<file path="src/rtl/lvt_2w4r_read_select.sv">
// rtl/lvt_2w4r_read_select.sv - read-side output stage of the 2W/4R LVT register file
//
// Purpose:
//   Per read port, selects the bank that last wrote the address (via the
//   registered LVT entry) and registers the chosen word. With the
//   LVT_2W4R_BYPASS_EN macro defined, writes issued in the same cycle as a read
//   are forwarded over the stale read-before-write RAM data.
//
// Ports:
//   clock, reset                  rising-edge clock, synchronous active-high reset
//   we0/we1, write_addr_0/1       write-port enables and addresses (cycle T)
//   write_data_0/1                write-port data (cycle T, bypass build only)
//   read_addr_0..3, rd_req        read addresses and request qualifier (cycle T)
//   hold                          freeze output registers
//   lvt_0..3                      LVT entries (cycle T+1), 0 = bank 0, 1 = bank 1
//   b0_data_0..3, b1_data_0..3    bank read data (cycle T+1)
//   read_data_0..3, read_valid    selected operands (cycle T+2)
//
// Configuration:
//   LVT_2W4R_BYPASS_EN  defined: same-cycle write forwarding; undefined: pure LVT mux

module lvt_2w4r_read_select #(
  parameter int DATA_WIDTH = 32,
  parameter int ADDR_WIDTH = 5
) (
  input  logic                  clock,
  input  logic                  reset,
  input  logic                  we0,
  input  logic                  we1,
  input  logic [ADDR_WIDTH-1:0] write_addr_0,
  input  logic [ADDR_WIDTH-1:0] write_addr_1,
  input  logic [DATA_WIDTH-1:0] write_data_0,
  input  logic [DATA_WIDTH-1:0] write_data_1,
  input  logic [ADDR_WIDTH-1:0] read_addr_0,
  input  logic [ADDR_WIDTH-1:0] read_addr_1,
  input  logic [ADDR_WIDTH-1:0] read_addr_2,
  input  logic [ADDR_WIDTH-1:0] read_addr_3,
  input  logic                  rd_req,
  input  logic                  hold,
  input  logic                  lvt_0,
  input  logic                  lvt_1,
  input  logic                  lvt_2,
  input  logic                  lvt_3,
  input  logic [DATA_WIDTH-1:0] b0_data_0,
  input  logic [DATA_WIDTH-1:0] b0_data_1,
  input  logic [DATA_WIDTH-1:0] b0_data_2,
  input  logic [DATA_WIDTH-1:0] b0_data_3,
  input  logic [DATA_WIDTH-1:0] b1_data_0,
  input  logic [DATA_WIDTH-1:0] b1_data_1,
  input  logic [DATA_WIDTH-1:0] b1_data_2,
  input  logic [DATA_WIDTH-1:0] b1_data_3,
  output logic [DATA_WIDTH-1:0] read_data_0,
  output logic [DATA_WIDTH-1:0] read_data_1,
  output logic [DATA_WIDTH-1:0] read_data_2,
  output logic [DATA_WIDTH-1:0] read_data_3,
  output logic                  read_valid
);

  localparam int NUM_READ = 4;

  logic                  lvt_sel  [NUM_READ];
  logic [DATA_WIDTH-1:0] b0_data  [NUM_READ];
  logic [DATA_WIDTH-1:0] b1_data  [NUM_READ];
  logic [DATA_WIDTH-1:0] sel_data [NUM_READ];
  logic [DATA_WIDTH-1:0] out_q    [NUM_READ];
  logic                  rd_req_q;
  logic                  valid_q;

  assign lvt_sel[0] = lvt_0;
  assign lvt_sel[1] = lvt_1;
  assign lvt_sel[2] = lvt_2;
  assign lvt_sel[3] = lvt_3;

  assign b0_data[0] = b0_data_0;
  assign b0_data[1] = b0_data_1;
  assign b0_data[2] = b0_data_2;
  assign b0_data[3] = b0_data_3;

  assign b1_data[0] = b1_data_0;
  assign b1_data[1] = b1_data_1;
  assign b1_data[2] = b1_data_2;
  assign b1_data[3] = b1_data_3;

  assign read_data_0 = out_q[0];
  assign read_data_1 = out_q[1];
  assign read_data_2 = out_q[2];
  assign read_data_3 = out_q[3];
  assign read_valid  = valid_q;

  // Stage A: request qualifier. Keeps capturing during hold; the upstream is
  // responsible for stalling its own requests.
  always_ff @(posedge clock) begin
    if (reset) begin
      rd_req_q <= 1'b0;
    end else begin
      rd_req_q <= rd_req;
    end
  end

`ifdef LVT_2W4R_BYPASS_EN

  logic [ADDR_WIDTH-1:0] read_addr [NUM_READ];
  logic [ADDR_WIDTH-1:0] ra_q      [NUM_READ];
  logic                  we0_q;
  logic                  we1_q;
  logic [ADDR_WIDTH-1:0] wa0_q;
  logic [ADDR_WIDTH-1:0] wa1_q;
  logic [DATA_WIDTH-1:0] wd0_q;
  logic [DATA_WIDTH-1:0] wd1_q;

  assign read_addr[0] = read_addr_0;
  assign read_addr[1] = read_addr_1;
  assign read_addr[2] = read_addr_2;
  assign read_addr[3] = read_addr_3;

  // Stage A: the write that coincides with the read, so the mux stage can
  // recognise RAM data that is stale because of read-before-write.
  always_ff @(posedge clock) begin
    if (reset) begin
      for (int n = 0; n < NUM_READ; n++) begin
        ra_q[n] <= '0;
      end
      we0_q <= 1'b0;
      we1_q <= 1'b0;
      wa0_q <= '0;
      wa1_q <= '0;
      wd0_q <= '0;
      wd1_q <= '0;
    end else begin
      for (int n = 0; n < NUM_READ; n++) begin
        ra_q[n] <= read_addr[n];
      end
      we0_q <= we0;
      we1_q <= we1;
      wa0_q <= write_addr_0;
      wa1_q <= write_addr_1;
      wd0_q <= write_data_0;
      wd1_q <= write_data_1;
    end
  end

  // Port 1 is checked first: when both write ports hit the same address the
  // LVT records bank 1, so forwarding must agree with it.
  always_comb begin
    for (int n = 0; n < NUM_READ; n++) begin
      sel_data[n] = lvt_sel[n] ? b1_data[n] : b0_data[n];
      if (we1_q && (wa1_q == ra_q[n])) begin
        sel_data[n] = wd1_q;
      end else if (we0_q && (wa0_q == ra_q[n])) begin
        sel_data[n] = wd0_q;
      end
    end
  end

`else

  // Without forwarding only the LVT mux remains; the write side and the read
  // addresses are not needed here and deliberately create no flops.
  logic unused_write_side;
  assign unused_write_side = ^{we0, we1, write_addr_0, write_addr_1,
                               write_data_0, write_data_1,
                               read_addr_0, read_addr_1, read_addr_2, read_addr_3};

  always_comb begin
    for (int n = 0; n < NUM_READ; n++) begin
      sel_data[n] = lvt_sel[n] ? b1_data[n] : b0_data[n];
    end
  end

`endif

  // Stage B: output registers. Reset takes priority over hold. Data updates
  // even when the captured request is low; read_valid marks it don't-care.
  always_ff @(posedge clock) begin
    if (reset) begin
      for (int n = 0; n < NUM_READ; n++) begin
        out_q[n] <= '0;
      end
      valid_q <= 1'b0;
    end else if (!hold) begin
      for (int n = 0; n < NUM_READ; n++) begin
        out_q[n] <= sel_data[n];
      end
      valid_q <= rd_req_q;
    end
  end

endmodule

</file>
<file path="config.mk">
export PLATFORM = sky130hd
export DESIGN_NAME = lvt_2w4r_read_select
export DESIGN_NICKNAME = d
export VERILOG_FILES = /design/src/rtl/lvt_2w4r_read_select.sv
export SDC_FILE = /design/constraint.sdc
export NUM_CORES = 1
export LEC_CHECK = 0
export ABC_AREA = 1
export CAP_MARGIN = 20
export CORE_AREA = 2 2 190 192
export DETAILED_ROUTE_END_ITERATION = 16
export DIE_AREA = 0 0 192 194
export GPL_ROUTABILITY_DRIVEN = 1
export GPL_TIMING_DRIVEN = 0
export PLACE_DENSITY = 0.59
export SETUP_SLACK_MARGIN = 0.3
export SLEW_MARGIN = 20
export SYNTH_ARGS = -nofsm -noshare
export SYNTH_HDL_FRONTEND = slang
export SYNTH_SLANG_ARGS = --single-unit
export TNS_END_PERCENT = 20
</file>
<file path="constraint.sdc">
create_clock -name clock -period 4.35 [get_ports clock]
set_input_delay 0.87 -clock clock [delete_from_list [all_inputs] [get_ports clock]]
set_output_delay 0.87 -clock clock [all_outputs]
set_load 0.02 [all_outputs]
</file>
After elaboration in Yosys (flattened, before gate mapping) --
Memory sizes are Yosys's and may differ from the RTL's. Index checks and enable logic that the tools add are counted.
Storage, ports and cells: memories kept 1, bits of input ports 360, bits in registers 2, output and inout port bits 129, memory bits (writable) 128, logic and storage cells 20
Cells by class: bitwise logic cells 4, multiplexer cells 13
Memories:
- out_q | words 4, bits a word 32, read ports 4, clocked after Yosys merged registers in 0, write ports 4, RTL line 65 | logic [DATA_WIDTH-1:0] out_q [NUM_READ];
Operator list (number):
- two-way mux 32 bit | 8
- two-way mux 1 bit | 5
- OR 1 bit | 4

Longest topological paths before layout --
Gate-level depths: netlist (run 1).
depth in word-level cells 4, gate-level depth with buffers 5, depth with buffers taken out 4

Least setup slack after synthesis (run 1) --
OpenSTA, ideal clock, no wires.
kind input to register, start point input reset, end point memory out_q[0][0], enable pin, arrival 3.618 ns, setup time 0.493 ns, stages on the path 2, path slack 0.240 ns, buffers on the path 0, required time 3.857 ns, cells stage by stage inv_1 > nand2_1
RTL lines:
- start, declared | RTL line 27 | input logic reset,
- end, declared | RTL line 65

==> results.toml, run 1 <==
[yosys]
syn_nets = 1180
yosys.area_share.simple_pct = 29.8
ys_seq_area_share_pct = 58.0
synth_top_area_share_pct = 57.4
synth_top_area_cell = "edfxtp_1"
async_flop_share_pct = 0
yosys-mux-area-fraction_pct = 0
synthFlopType = "edfxtp_1"
syn_area_sq_um = 6700
synth-warning-count = 0
synth_cell_types = 14
yosys-top-cells-count = "259 x nand2_1, 240 x nor2_1, 130 x inv_1, 128 x edfxtp_1, 20 x buf_2"
synth-compound-area-share_pct = 0
syn_inst = 820
synth-xor-area-share_pct = 0
synth_edf_count = 128
synth_area_leaders = "edfxtp_1 57%, nand2_1 15%, nor2_1 13%, inv_1 7.3%, buf_8 2.2%"
synth_fa_ha_area_share_pct = 0
syn_avg_cell_area_sq_um = 8.17
synth.most_common_cell = "nand2_1"
ys_seq_elements = 130
synth_top_family_by_area = "simple AND/OR/NAND/NOR gates"

[sta]
fin_crit_ps = 2340
setup_viol = 0
finalClockSkew_ps = 0.180
hold_slack_ps = 421
hold_violations = 0
maxSlewHeadroom_pct = 63.0
tightest_slew_ps = 555
max_freq_ghz = 0.428
slew_violations = 0
rsz0062_at_grt = "false"
fin_crit_sh_pct = 53.7

[grt]
grt_first_pass_wirelength_mm = 35.0
grt_usage_pct = 12.6
antenna_found_initial = 0
grt-ovfl-total = 0
grt_max_degree = 70
grt_pass1_vias = 6213

[critical_path]
path_max_fanout = 1
cp.required_ps = 3480
cp.depth = 1
r2r_cells = 2
critPathKind = "reg -> out"
worstSetupEndpointType = "output pin"
cp_data_arrival_time_ps = 1470
start_kind = "register"
critPathTopFamily = "buffers and inverters"
path_cells = "clkdlybuf4s50_1"
cpMaxStageDelayCell = "clkdlybuf4s50_1"
cp.buffers_inverters = 1
slowest_delay_ps = 660

[pwr]
p_switching_mw = 1.02
p_clk_share_pct = 39.2
cellInternalPower_mw = 2.91
max-vdd-ir-drop_v = 0.000261
seqPwrFrac_pct = 38.8
p_leak_nw = 5.20
swShare_pct = 26.0
combPwrFrac_pct = 22.0
p_per_area_nw_per_um2 = 333

[route]
routed-via-count = 6286
wirelength_mm = 24.0
drc = 0
dr.pass1.iters = 4
wl_per_cell_um = 14.1
drt_iter0_markers = 204
ant_nets = 0
vias_per_cell = 3.69

[clock_network]
post_cts_resized = 0
clkTransAtPathRegs_ps = 70
postCtsSetupBuffers = 0
cts-hold-fix-buffers = 0
clk_latency_ps = 430
clock_path_buffers = 2
cts_tree = "built"
cts_max_level = 4
cts_buffers = 17
cts_root_buffer = "clkbuf_16"
cts_sinks = 130

[floorplanning]
rows = 69
die-area_sq_um = 37200
pin_count = 489
chipHeight_um = 194
die_width_um = 192
initial_core_util_pct = 19.0
coreArea_sq_um = 35200

[layout]
utilization_pct = 33.6
areaGrowthSynthToFinish_pct = 76.4
drive_gt1_share_pct = 6.77
diodes = 0
nNetsFinal = 1588

[worst_hold_path]
whs_path_depth = 2
min_path_type = "reg -> reg"

[placed_design]
io_buffers = 388
gp_congestion = 0.805
dp_hpwl_mm = 18.5

[job]
cap_violations = 0

[status]
status = "finished, final reports clean"
-- kinds of logic after synthesis --
family | count (synthesis)
flip-flops | 130
AND/OR/NAND/NOR | 518
buffers and inverters | 172
-- power groups by stage --
stage	combinational (mW)	sequential [mW]	clock (mW)
global placement	0.869	1.56	0
global route	0.931	1.54	1.64
CTS	0.879	1.53	1.59
floorplan	0.201	1.70	0
detailed placement	0.875	1.55	0
finish	0.865	1.53	1.54
-- state kept, by name (all words and copies together), names as in the netlist --
| name | flops |
|---|---|
| out_q | 128 |
| rd_req_q | 1 |
| read_valid | 1 |
-- area by class of cell --
cell class	count	area (sq um)
Fill cell	3682	23400
Timing Repair Buffer	389	3910
Sequential cell	130	3880
Multi-Input combinational cell	518	2010
Tap cell	461	577
Inverter	130	488
Clock buffer	17	425
Buffer	42	334
Clock inverter	15	190
-- cells in the final DEF (no fill, tap or decap) --
master             n
buf_12             1
buf_16             1
buf_2             20
buf_4              2
buf_6              2
buf_8             10
bufinv_16          4
clkbuf_1           7
clkbuf_16         17
clkdlybuf4s50_1  388
clkinv_1           3
clkinv_2           3
clkinv_4           4
dfxtp_1            2
edfxtp_1         128
inv_1            130
inv_6              1
nand2_1          258
nand2_8            1
nand3_1            1
nor2_1           240
nor2_2            17
nor2_4             1
-- metrics by stage --
step / cell area (sq um) / worst slack, ps / total power, mW / TNS [ps] / std cells
after floorplan: 6700 / 1480 / 1.90 / 0 / 820
after global routing: 11800 / 1920 / 4.11 / 0 / 1702
after global placement: 11200 / -47.8 / 2.42 / -4040 / 1669
final: 11800 / 2010 / 3.93 / 0 / 1702
after CTS: 11800 / 1910 / 4.00 / 0 / 1702
after detailed placement: 11200 / 1580 / 2.43 / 0 / 1670
-- worst paths after layout --
path / start / end / slack [ps]
worst max register to register: read_valid / read_valid / 3800
worst min-delay path: rd_req_q / read_valid / 420
worst min register to register: rd_req_q / read_valid / 420
worst max-delay path: out_q[1][26] / read_data_1[26] / 2010
-- routing by layer --
metal	vias to the layer above	track usage, %	wire length, um	share of wire [%]
met2	246	22.3	11900	50
met1	2756	13.6	9400	39
li1	3256	-	-	-
met5	-	0	0	0
met4	0	4.69	574	2.4
met3	28	4.78	2060	8.6
Note: power is estimated with default switching activity, not from simulation.
==> inputs of run 2 (changes only) <==
Clock period 4.35 ns to 2.1 ns, I/O delays scaled along.
==> run 2 against run 1 <==
  * Cell count increased by 0.29%
  * Non-clock buffer count increased by 2
  * Global-route usage increased by 0.38 points
  * Clock skew about the same
  * Clock-buffer cell count increased by 7
  * Critical endpoint is now read_data_3[25]
  * Worst hold slack improved by 11 ps
  * Setup slack got worse by 1700 ps
  * Clock power increased by 99%
==> results.toml, run 2 (same netlist as run 1, synthesis figures left out) <==
[status]
status = "finished, final reports clean"

[clock_network]
cts-hold-fix-buffers = 0
cts_sinks = 130
clkTransAtPathRegs_ps = 60
clk_latency_ps = 420
cts_buffers = 17
cts_tree = "built"
cts_max_level = 4
cts_root_buffer = "clkbuf_16"
clock_path_buffers = 2

[critical_path]
path_cells = "clkdlybuf4s50_1"
cp.required_ps = 1680
critPathKind = "reg -> out"
slowest_delay_ps = 660
ff2ff_setup_slack_ps = 1530
worstSetupEndpointType = "output pin"
critPathTopFamily = "buffers and inverters"
start_kind = "register"
path_max_fanout = 1
cp.buffers_inverters = 1
cp_data_arrival_time_ps = 1400
cpMaxStageDelayCell = "clkdlybuf4s50_1"

[floorplanning]
rows = 69
pin_count = 489
die_width_um = 192
die-area_sq_um = 37200
initial_core_util_pct = 19.0
chipHeight_um = 194
coreArea_sq_um = 35200

[sta]
slew_violations = 0
setup_viol = 0
maxSlewHeadroom_pct = 51.8
fin_crit_sh_pct = 86.7
hold_violations = 0
max_freq_ghz = 0.549
finalClockSkew_ps = 0.00752
rsz0062_at_grt = "true"
tightest_slew_ps = 722
fin_crit_ps = 1820
worst_slack_ps = 280

[route]
drc = 0
routed-via-count = 6336
dr.pass1.iters = 4
vias_per_cell = 3.71
ant_nets = 0
wirelength_mm = 25.0
drt_iter0_markers = 191
wl_per_cell_um = 14.6

[grt]
grt_max_degree = 37
grt_usage_pct = 13.0
grt-ovfl-total = 0
grt_first_pass_wirelength_mm = 36.1
grt_pass1_vias = 6343
antenna_found_initial = 1

[placed_design]
dp_hpwl_mm = 18.7
io_buffers = 388
dp_worst_setup_slack_ps = -225
dp.cells = 1670
gp_congestion = 0.816

[pwr]
p_leak_nw = 5.25
p_per_area_nw_per_um2 = 677
max-vdd-ir-drop_v = 0.000527
power_mw = 8.02

[layout]
drive_gt1_share_pct = 7.07
areaGrowthSynthToFinish_pct = 76.7
n_fill_cell = 3704
nNetsFinal = 1592
final_cell_mix = "373 x clkdlybuf4s50_1, 258 x nand2_1, 240 x nor2_1"
mostFrequentLayoutCell = "clkdlybuf4s50_1"
regMostFlops = "out_q"
final_cells = 1707
largest_reg_flops = 128

[job]
cap_violations = 0

[worst_hold_path]
min_path_type = "reg -> reg"
==> run 2: changes by cell type in the layout (fill, tap and decap cells not counted), moves of 2 or more <==
cell             delta
dlygate4sd2_1      +14
clkbuf_1            +4
nand2_4             +2
clkinvlp_4          +3
bufinv_16           -2
clkinv_1            -3
clkbuf_8            +3
clkdlybuf4s50_1    -15
clkinv_4            -2
==> run 2: final timing paths <==
path                start               to  depth (start not counted)
max          out_q[3][25]  read_data_3[25]                          1
max reg2reg    read_valid       read_valid                          2
min              rd_req_q       read_valid                          2
min reg2reg      rd_req_q       read_valid                          2
==> run 2: layer usage <==
| layer | vias up | track usage (%) | part of all wire (%) |
|---|---|---|---|
| li1 | 3265 | - | - |
| met1 | 2796 | 14.9 | 41 |
| met2 | 248 | 22.6 | 49 |
| met3 | 27 | 4.25 | 8.5 |
| met4 | 0 | 4.58 | 2.0 |
| met5 | - | 0 | 0 |
==> run 2: layout make-up <==
cell class,instances,area [sq um],share of cell area [%]
repair buffers,391,3930,33.2
plain buffers,42,334,2.82
diodes,1,2.50,0.0211
flip-flops and latches,130,3880,32.8
inverters,130,492,4.15
clock buffers,24,482,4.07
clock inverters,8,103,0.867
well taps,461,577,4.87
multi-input cells,520,2030,17.2
==> run 2: repair_timing <==
action | CTS | global route
setup buffers | 0 | 1
resized for setup | 14 | 3
pin swaps | 1 | 0
setup endpoints to repair | 169 | 146
hold endpoints to repair | 0 | 0
cloned | 2 | 1
==> run 2: through the flow <==
stage	area [sq um]	TNS [ps]	utilization (%)	hold WS [ps]
floorplan	6710	0	-	396
global placement	11200	-101960	31.7	404
detailed placement	11200	-14650	31.8	420
CTS	11800	0	33.5	433
global route	11800	0	33.6	443
finish	11800	0	33.6	432
==> run 2: power by group <==
part | internal, mW | total [mW] | switching [mW]
clock | 1.85 | 3.06 | 1.21
combinational | 0.944 | 1.80 | 0.853
sequential | 3.10 | 3.16 | 0.0600
total | 5.89 | 8.02 | 2.13
